### config.mk
export PLATFORM = sky130hd
export DESIGN_NAME = uart_rx_cfg
export DESIGN_NICKNAME = d
export VERILOG_FILES = /design/src/rtl/uart_pkg.sv /design/src/rtl/uart_rx_fifo.sv /design/src/rtl/uart_rx_cfg.sv
export SDC_FILE = /design/constraint.sdc
export NUM_CORES = 1
export LEC_CHECK = 0
export CORE_ASPECT_RATIO = 1.2
export CORE_MARGIN = 5
export CORE_UTILIZATION = 45
export DETAILED_ROUTE_END_ITERATION = 6
export GPL_TIMING_DRIVEN = 0
export PLACE_DENSITY_LB_ADDON = 0.05
export SKIP_LAST_GASP = 1
export SLEW_MARGIN = 10
export SYNTH_ARGS = -nofsm -noshare
export SYNTH_HDL_FRONTEND = slang
export SYNTH_SLANG_ARGS = --single-unit
### constraint.sdc
create_clock -name clk -period 3.4 [get_ports clk]
set_input_delay 0.68 -clock clk [delete_from_list [all_inputs] [get_ports clk]]
set_output_delay 0.68 -clock clk [all_outputs]
set_load 0.01 [all_outputs]
### src/rtl/uart_pkg.sv
// Shared definitions for the configurable UART receiver: FSM states, lcr field
// positions, status-bit positions and the FIFO entry width.
package uart_pkg;

    typedef enum logic [2:0] {
        ST_IDLE,
        ST_START,
        ST_DATA,
        ST_PARITY,
        ST_STOP1,
        ST_STOP2,
        ST_BRKWAIT
    } rx_state_e;

    localparam int LCR_WLEN_LSB = 0;
    localparam int LCR_WLEN_MSB = 1;
    localparam int LCR_STOP2    = 2;
    localparam int LCR_PEN      = 3;
    localparam int LCR_EPS      = 4;

    localparam int STAT_PAR = 0;
    localparam int STAT_FRM = 1;
    localparam int STAT_BRK = 2;
    localparam int STAT_W   = 3;

    localparam int ENTRY_W = STAT_W + 8;

    function automatic logic maj3(input logic a, input logic b, input logic c);
        return (a & b) | (a & c) | (b & c);
    endfunction

endpackage

### src/rtl/uart_rx_fifo.sv
// First-word-fall-through receive FIFO with occupancy count and a sticky
// overrun flag; a push into a full FIFO is accepted only alongside a pop.
module uart_rx_fifo
    import uart_pkg::*;
#(
    parameter int WIDTH = ENTRY_W,
    parameter int DEPTH = 8
) (
    input  logic                     clk,
    input  logic                     rst_n,
    input  logic                     push_i,
    input  logic [WIDTH-1:0]         push_data_i,
    input  logic                     pop_i,
    input  logic                     ovr_clr_i,
    output logic [WIDTH-1:0]         rd_data_o,
    output logic                     valid_o,
    output logic [$clog2(DEPTH):0]   count_o,
    output logic                     overrun_o
);

    localparam int AW = (DEPTH > 1) ? $clog2(DEPTH) : 1;
    localparam int CW = $clog2(DEPTH) + 1;

    logic [WIDTH-1:0] mem_q [DEPTH];
    logic [AW-1:0]    wr_ptr_q, rd_ptr_q;
    logic [CW-1:0]    count_q;
    logic             overrun_q;
    logic             empty, full, do_pop, do_push;

    assign empty   = (count_q == '0);
    assign full    = (count_q == CW'(DEPTH));
    assign do_pop  = pop_i && !empty;
    assign do_push = push_i && (!full || do_pop);

    // Pointers are exactly log2(DEPTH) wide, so increment wraps modulo DEPTH.
    always_ff @(posedge clk or negedge rst_n) begin
        if (!rst_n) begin
            wr_ptr_q  <= '0;
            rd_ptr_q  <= '0;
            count_q   <= '0;
            overrun_q <= 1'b0;
        end else begin
            if (do_push) wr_ptr_q <= wr_ptr_q + 1'b1;
            if (do_pop)  rd_ptr_q <= rd_ptr_q + 1'b1;
            case ({do_push, do_pop})
                2'b10:   count_q <= count_q + 1'b1;
                2'b01:   count_q <= count_q - 1'b1;
                default: count_q <= count_q;
            endcase
            if (push_i && full && !do_pop) overrun_q <= 1'b1;
            else if (ovr_clr_i)            overrun_q <= 1'b0;
        end
    end

    always_ff @(posedge clk) begin
        if (do_push) mem_q[wr_ptr_q] <= push_data_i;
    end

    assign rd_data_o = empty ? '0 : mem_q[rd_ptr_q];
    assign valid_o   = !empty;
    assign count_o   = count_q;
    assign overrun_o = overrun_q;

endmodule

### src/rtl/uart_rx_cfg.sv
// Oversampling UART receiver with runtime line control (lcr) feeding a FWFT FIFO.
// Define UART_RX_MAJORITY_EN to take each bit as a 2-of-3 vote around mid-bit.
module uart_rx_cfg
    import uart_pkg::*;
#(
    parameter int OVERSAMPLE = 16,
    parameter int FIFO_DEPTH = 8
) (
    input  logic                          clk,
    input  logic                          rst_n,
    input  logic                          tick_os,
    input  logic                          rx,
    input  logic [4:0]                    lcr,
    output logic [7:0]                    m_data,
    output logic [2:0]                    m_status,
    output logic                          m_valid,
    input  logic                          m_ready,
    output logic [$clog2(FIFO_DEPTH):0]   count,
    output logic                          overrun,
    input  logic                          ovr_clr,
    output logic                          rx_busy
);

    localparam int CNT_W = $clog2(OVERSAMPLE);
    localparam logic [CNT_W-1:0] LAST_T = CNT_W'(OVERSAMPLE - 1);
`ifdef UART_RX_MAJORITY_EN
    localparam logic [CNT_W-1:0] SAMP_T = CNT_W'(OVERSAMPLE / 2);
`else
    localparam logic [CNT_W-1:0] SAMP_T = CNT_W'(OVERSAMPLE / 2 - 1);
`endif

    logic               rx_s1_q, rx_s2_q;
    rx_state_e          state_q;
    logic [CNT_W-1:0]   cnt_q;
    logic [2:0]         bit_idx_q;
    logic [7:0]         data_q;
    logic [4:0]         lcr_q;
    logic               all_low_q, perr_q, ferr_q;

    logic               samp, samp_evt, bit_end, brk_now, exp_par, push;
    logic [2:0]         nbits_m1;
    logic [ENTRY_W-1:0] push_data, rd_data;

    always_ff @(posedge clk or negedge rst_n) begin
        if (!rst_n) begin
            rx_s1_q <= 1'b1;
            rx_s2_q <= 1'b1;
        end else begin
            rx_s1_q <= rx;
            rx_s2_q <= rx_s1_q;
        end
    end

`ifdef UART_RX_MAJORITY_EN
    logic [1:0] early_q;

    always_ff @(posedge clk or negedge rst_n) begin
        if (!rst_n) begin
            early_q <= 2'b11;
        end else if (tick_os) begin
            if (cnt_q == SAMP_T - CNT_W'(2)) early_q[0] <= rx_s2_q;
            if (cnt_q == SAMP_T - CNT_W'(1)) early_q[1] <= rx_s2_q;
        end
    end

    assign samp = maj3(early_q[0], early_q[1], rx_s2_q);
`else
    assign samp = rx_s2_q;
`endif

    assign samp_evt = tick_os && (cnt_q == SAMP_T);
    assign bit_end  = tick_os && (cnt_q == LAST_T);
    assign nbits_m1 = {1'b0, lcr_q[LCR_WLEN_MSB:LCR_WLEN_LSB]} + 3'd4;
    // Unreceived data bits are held at zero, so a full-byte reduction is exact.
    assign exp_par  = lcr_q[LCR_EPS] ? ^data_q : ~^data_q;
    assign brk_now  = all_low_q && ferr_q;

    always_ff @(posedge clk or negedge rst_n) begin
        if (!rst_n) begin
            state_q   <= ST_IDLE;
            cnt_q     <= '0;
            bit_idx_q <= '0;
            data_q    <= '0;
            lcr_q     <= '0;
            all_low_q <= 1'b0;
            perr_q    <= 1'b0;
            ferr_q    <= 1'b0;
        end else begin
            if (tick_os && state_q != ST_IDLE)
                cnt_q <= (cnt_q == LAST_T) ? '0 : cnt_q + 1'b1;
            unique case (state_q)
                // The tick that first sees low counts as tick 0 of the start bit.
                ST_IDLE: begin
                    if (tick_os && !rx_s2_q) begin
                        state_q <= ST_START;
                        cnt_q   <= CNT_W'(1);
                    end
                end
                ST_START: begin
                    if (samp_evt && samp) begin
                        state_q <= ST_IDLE;
                    end else if (bit_end) begin
                        state_q   <= ST_DATA;
                        lcr_q     <= lcr;
                        bit_idx_q <= '0;
                        data_q    <= '0;
                        all_low_q <= 1'b1;
                        perr_q    <= 1'b0;
                        ferr_q    <= 1'b0;
                    end
                end
                ST_DATA: begin
                    if (samp_evt) begin
                        data_q[bit_idx_q] <= samp;
                        if (samp) all_low_q <= 1'b0;
                    end
                    if (bit_end) begin
                        if (bit_idx_q == nbits_m1)
                            state_q <= lcr_q[LCR_PEN] ? ST_PARITY : ST_STOP1;
                        else
                            bit_idx_q <= bit_idx_q + 1'b1;
                    end
                end
                ST_PARITY: begin
                    if (samp_evt) begin
                        perr_q <= (samp != exp_par);
                        if (samp) all_low_q <= 1'b0;
                    end
                    if (bit_end) state_q <= ST_STOP1;
                end
                ST_STOP1: begin
                    if (samp_evt && !samp) ferr_q <= 1'b1;
                    if (bit_end) begin
                        if (brk_now)                 state_q <= ST_BRKWAIT;
                        else if (lcr_q[LCR_STOP2])   state_q <= ST_STOP2;
                        else                         state_q <= ST_IDLE;
                    end
                end
                ST_STOP2: begin
                    if (samp_evt && !samp) ferr_q <= 1'b1;
                    if (bit_end) state_q <= ST_IDLE;
                end
                ST_BRKWAIT: begin
                    if (tick_os && rx_s2_q) state_q <= ST_IDLE;
                end
                default: state_q <= ST_IDLE;
            endcase
        end
    end

    // Push in the same cycle as the final stop-bit end tick.
    assign push = bit_end &&
                  (((state_q == ST_STOP1) && (brk_now || !lcr_q[LCR_STOP2])) ||
                   (state_q == ST_STOP2));

    always_comb begin
        push_data = '0;
        if (state_q == ST_STOP1 && brk_now) begin
            push_data[8 + STAT_BRK] = 1'b1;
            push_data[8 + STAT_FRM] = 1'b1;
            push_data[8 + STAT_PAR] = perr_q;
        end else begin
            push_data[7:0]          = data_q;
            push_data[8 + STAT_FRM] = ferr_q;
            push_data[8 + STAT_PAR] = perr_q;
        end
    end

    uart_rx_fifo #(
        .WIDTH (ENTRY_W),
        .DEPTH (FIFO_DEPTH)
    ) u_fifo (
        .clk         (clk),
        .rst_n       (rst_n),
        .push_i      (push),
        .push_data_i (push_data),
        .pop_i       (m_ready),
        .ovr_clr_i   (ovr_clr),
        .rd_data_o   (rd_data),
        .valid_o     (m_valid),
        .count_o     (count),
        .overrun_o   (overrun)
    );

    assign m_data   = rd_data[7:0];
    assign m_status = rd_data[ENTRY_W-1:8];
    assign rx_busy  = (state_q != ST_IDLE);

endmodule

; Word level (Yosys, flattened, before mapping)
; Memories as Yosys holds them, arrays and structs flattened.
; Cells that the tools add are included.
[classes]
add_sub_neg = 7
order_cmp = 2
eq_ne = 29
muxes = 49
bitwise_logic = 1
n_reduce_logical = 44
[op_table]
columns = operator, count
row1 = 3-bit 2-to-1 mux, 15
row2 = 8-bit 2-to-1 mux, 4
row3 = "2-bit inequality test, second input constant", 12
row4 = 3-bit case mux with 7 select lines, 1
row5 = 1-bit logical AND, 16
row6 = 4-bit 2-to-1 mux, 4
row7 = 8-bit case mux with 2 select lines, 1
row8 = 1-bit 2-to-1 mux, 15
row9 = 4-bit AND reduction, 3
row10 = 2-bit nonzero test, 6
row11 = 11-bit 2-to-1 mux, 1
row12 = 5-bit AND reduction, 2
row13 = "3-bit by 1-bit adder with 3-bit output, second input constant", 3
row14 = "3-bit equality test, second input constant", 3
row15 = "4-bit by 1-bit adder with 4-bit output, second input constant", 2
row16 = 8-bit bitwise mux, 1
row17 = "4-bit equality test, second input constant", 2
row18 = 4-bit case mux with 2 select lines, 1
row19 = 8-bit AND reduction, 1
row20 = 8-bit XNOR reduction, 1
row21 = 8-bit parity, 1
row22 = "3-bit by 2-bit equality test with 1-bit output, second input constant", 2
row23 = "2-bit by 1-bit inequality test with 1-bit output, second input constant", 3
row24 = 1-bit case mux with 2 select lines, 3
row25 = 22 further kinds, 29
[totals]
regBits = 39
ram_bits = 88
in_bits = 11
out_inout_bits = 18
n_memories = 1
[mem_list]
columns = memory, depth, word_bits, read_ports, rd_ports_with_merged_regs, write_ports, line_no
row1 = u_fifo.mem_q, 8, 11, 1, 0, 1, uart_rx_fifo.sv:24  ; logic [WIDTH-1:0] mem_q [DEPTH];

; Depth between registers and ports, before layout
; Gate-level depths: netlist of the first run.
[logic_depth]
word_depth = 8
ltp_mapped = 10
depth_no_buf = 9

; Hierarchy
; From an unflattened synthesis of the first run, not the netlist that was laid out.
[hier_totals]
cells_unflattened = 444
hier_area_um2 = 5899.4
[by_module_without_submodules]
columns = mod, n_inst, cells_per_inst, area_per_inst_um2, seq_area_each_um2
row1 = uart_rx_fifo, 1, 249, 4149.0, 2917.8
row2 = uart_rx_cfg, 1, 195, 1750.4, 703.2

; Least setup slack after synthesis of the first run
; OpenSTA, ideal clock, no wires.
[synth_timing]
path_type = input to register
startpoint = in tick_os
endpoint = mem u_fifo.mem_q[0][0] in the netlist's numbering (enable)
setup_ns = 0.393
t_arrival_ns = 2.515
setup_slack_ns = 0.492
path_stages = 7
n_path_buf = 2
path_cell_list = buf_2 nand4_4 a311oi_4 and2_1 buf_6 nand2b_1 nor3_1
[synth_between]
elab_chain_cells = 5
[synth_lines]
columns = element, line_no
row1 = from (decl), uart_rx_cfg.sv:11  ; input logic tick_os,
row2 = 1-bit logical AND, uart_rx_cfg.sv:72  ; assign bit_end = tick_os && (cnt_q == LAST_T);
row3 = 1-bit logical AND, uart_rx_cfg.sv:152  ; assign push = bit_end &&
row4 = 1-bit logical AND, uart_rx_fifo.sv:33  ; assign do_push = push_i && (!full || do_pop);
row5 = 1-bit 2-to-1 mux, uart_rx_fifo.sv:56  ; if (do_push) mem_q[wr_ptr_q] <= push_data_i;
row6 = 1-bit 2-to-1 mux (implied by the code), uart_rx_fifo.sv:56
row7 = to (decl), uart_rx_fifo.sv:24
; No other way between the ends.

; Final worst setup path of the first run
[layout_timing]
startpoint = reg u_fifo.rd_ptr_q[0]
endpoint = out m_status[1]
[layout_between]
elab_chain_cells = 2
[layout_lines]
columns = element, line_no
row1 = from (decl), uart_rx_fifo.sv:25  ; logic [AW-1:0] wr_ptr_q, rd_ptr_q;
row2 = from (signal assigned), uart_rx_fifo.sv:44  ; if (do_pop) rd_ptr_q <= rd_ptr_q + 1'b1;
row3 = memory read 8 x 11 bit, n/a
row4 = 11-bit 2-to-1 mux, uart_rx_fifo.sv:59  ; assign rd_data_o = empty ? '0 : mem_q[rd_ptr_q];
row5 = to (decl), uart_rx_cfg.sv:15  ; output logic [2:0] m_status,
; No other way between the ends.

==> summary.md, run 1 <==
| Metric | Value |
|---|---|
| Run status | `finished clean` |
| Leak Pwr | `2.482 nW` |
| Clock insertion delay at the later pin of the skew report | `0.41 ns` |
| Worst min path class | `in -> async` |
| Most common cell after layout, fill and taps aside | `edfxtp_1` |
| Post-route cell area | `6728 um2` |
| IO buf count | `27` |
| Register Area | `3621 um2` |
| Worst-case reg-to-reg path depth | `8` |
| CP delay by family, top | `buffers and inverters` |
| Synth-to-layout area growth | `21.27%` |
| Period utilization | `0.9576` |
| Synth async-reset ratio | `0.3071` |
| CORE AREA | `12,110 um2` |
| Pin count of the biggest net entering global routing | `24` |
| Clock-pin slew on the worst setup and hold paths | `0.06 ns` |
| Vias per cell | `roughly 5.4` |
| Critical path origin | `u_fifo.rd_ptr_q[0]$_DFFE_PN0P_` |
| Total power draw | `around 5.5 mW` |
| Syn_area_per_cell | `14.91 um2` |
| Yosys Warn Count | `0` |
| Setup CP Type | `reg -> out` |
| Fin nets | `437` |
| Final Hold Slack | `between 0.15 and 0.2 ns` |
| Synth Area in Adders | `0.01128` |
| # fillers | `approximately 1,000` |
| Synthesized net count | `388` |
| Synthesized area | `5548 um2` |
| Mean routed wirelength per cell | `about 19 um` |
| DRT Wirelength | `11,120 um` |
| Die height | `about 130 um` |
| H-tree depth | `4` |
| Die X | `111.4 um` |
| Post-CTS Hold Fix Bufs | `0` |
| Critical path arrival | `between 2 and 3 ns` |
| Worst-path maximum fanout | `10` |
| Tot GR Track Use | `0.1631` |
| Initial Util | `0.4581` |
| TritonCTS clock tree | `built` |
| Synth Area in Simple Gates | `0.09675` |
| CP Launch Type | `flop` |
| Slowest CP cell | `mux4_2` |
| Clock sink count | `127` |
| CP max stage delay | `~0.55 ns` |
| Footprint of the multi-input gates | `roughly 1800 um2` |
| Max Root-Sink Buffers | `2` |
| PwrDens | `818.2 nW/um2` |
| R2R Path Start | `cnt_q[0]$_DFF_PN0_` |
| Cell row count | `44` |
| Worst VDD drop | `458.8 uV` |
| GPL Wtd Cong | `0.7839` |
| Vias | `3,225` |
| Post-synthesis xor/xnor area fraction | `0.02842` |
| Register area share after synthesis | `0.6527` |
| Skew final | `0.006249 ns` |
| Mux contribution to synthesized area | `0.1218` |
| Final Max Tran Viols | `0` |
| Synth cell types | `53` |
| Critical Path RT | `2.72 ns` |
| # DRC | `0` |
| Critical-path cell list | `buf_4 -> mux4_2 -> mux2i_1 -> nor2_1 -> clkdlybuf4s50_1` |
| Post-synth EDFFs | `88` |
| Synth Instances | `372` |
| GR Overflow Total | `0` |
| R2R Setup Slk | `0.38 ns` |
| Layout cell share with drive strength beyond 1 | `0.2074` |
| Setup TNS | `0 ns` |
| RSZ-0062 raised after global routing | `false` |
| Post-synthesis compound-gate area fraction | `0.06428` |
| Relative slew slack | `0.2369` |
| Max-cap viol count | `0` |
| Setup Viol. Count Final | `0` |
| Diode count | `0` |
| Post-synth top flop | `edfxtp_1` |
| Buf+Inv Stages, Crit Path | `2` |
| Levels on crit path | `5` |
| Post-DP HPWL | `around 7500 um` |
| Antenna violations before repair | `0` |
| Most frequent cells in the layout | `edfxtp_1 (88), dfrtp_1 (37), nand2_1 (36)` |
| Number of buffers created by CTS | `17` |
| Setup repair bufs after CTS | `0` |
| Drt first pass iters | `4` |
| DP Area | `6090 um2` |
| Starting DRT DRC Count | `210` |
| IO Pins | `29` |
| ANT nets after route | `0` |
| Worst setup EP type | `primary output` |
| Number of global-route vias before repair | `3,404` |
| Crit path time final | `3.256 ns` |
| Peak Freq | `307.1 MHz` |
| Synthesized flop and latch total | `127` |
| Root Driver | `clkbuf_16` |
| Slew @ Worst Pin | `between 1 and 1.5 ns` |
| Die area | `14,660 um2` |
| Hold Vio Cnt, Final | `0` |
| Main combinational cell family by area after synthesis | `multiplexers` |
| First-pass GRT wire length | `18,490 um` |
[state kept, by name, summed over array words and instances (netlist names)]
name	flops
all_low_q	1
rx_s1_q	1
u_fifo.mem_q	88
u_fifo.overrun_o	1
rx_s2_q	1
u_fifo.wr_ptr_q	3
data_q	8
perr_q	1
ferr_q	1
lcr_q	5
u_fifo.rd_ptr_q	3
bit_idx_q	3
cnt_q	4
u_fifo.count_o	4
state_q	3
[what timing repair did]
action,CTS,global route
setup endpoints to repair,11,9
gates resized for setup,3,2
cloned,0,0
[report_power, final]
group / leakage, nW / switching [mW] / internal [mW]
clock: 0.301 / 0.695 / 1.24
sequential: 1.34 / 0.174 / 1.82
combinational: 0.845 / 0.768 / 0.811
total: 2.48 / 1.64 / 3.87
[synthesized netlist by cell type, drive strengths merged (6+ instances only)]
| cell type | count | area share |
|---|---|---|
| a21oi | 6 | 0.0061 |
| a32o | 9 | 0.016 |
| buf | 10 | 0.012 |
| clkbuf | 7 | 0.0047 |
| dfrtp | 37 | 0.17 |
| edfxtp | 88 | 0.48 |
| inv | 12 | 0.0081 |
| mux2i | 12 | 0.022 |
| mux4 | 22 | 0.089 |
| nand2 | 36 | 0.024 |
| nand2b | 7 | 0.0079 |
| nand3 | 8 | 0.0072 |
| nor2 | 27 | 0.018 |
| nor2b | 8 | 0.0090 |
| nor3 | 9 | 0.0081 |
| o21ai | 8 | 0.0072 |
| xnor2 | 15 | 0.024 |
[cell families after synthesis]
logic type	after synthesis
buf+inv	29
mux	39
xor+xnor	18
flops	127
simple gates	109
fa+ha+maj	5
compound gates	45
[metrics by stage]
stage	std cells	utilization	setup slack (ns)
floorplan	372	-	0.4916
global placement	560	0.4970	-0.4278
detailed placement	564	0.5028	0.09616
CTS	595	0.5554	0.0009912
global route	595	0.5555	0.03123
finish	595	0.5555	0.1441
[layout make-up]
cell class / instances / share of cell area
Buffer: 16 / 0.01432
Clock buffer: 17 / 0.06323
Clock inverter: 15 / 0.03106
Inverter: 12 / 0.006695
Multi-Input combinational cell: 216 / 0.2697
Sequential cell: 127 / 0.5382
Tap cell: 161 / 0.02994
Timing Repair Buffer: 31 / 0.04687
[path summary, 6_finish.rpt]
kind | to
max | m_status[1]
min | u_fifo.overrun_o$_DFFE_PN0P_
max reg2reg | u_fifo.mem_q[3][1]$_DFFE_PP_
min reg2reg | rx_s2_q$_DFF_PN1_
max in group asynchronous | data_q[5]$_DFFE_PN0P_
min in group clk | rx_s2_q$_DFF_PN1_
[routing by layer]
| layer | share of wire | routed length [um] | track usage | up-vias |
|---|---|---|---|---|
| li1 | - | - | - | 1515 |
| met1 | 0.42 | 4658 | 0.2055 | 1635 |
| met2 | 0.53 | 5936 | 0.2783 | 64 |
| met3 | 0.037 | 407 | 0.04830 | 11 |
| met4 | 0.010 | 114 | 0.03854 | 0 |
| met5 | 0 | 0 | 0 | - |
No activity file was read; power rests on OpenSTA's default activity.
==> run 2, diff against run 1 <==
Settings changed: ABC_CLOCK_PERIOD_IN_PS set to 3400, SKIP_LAST_GASP 1 to not set.
==> results of run 2 <==
Same layout as run 1: the final DEF is identical, and so are final timing and power.
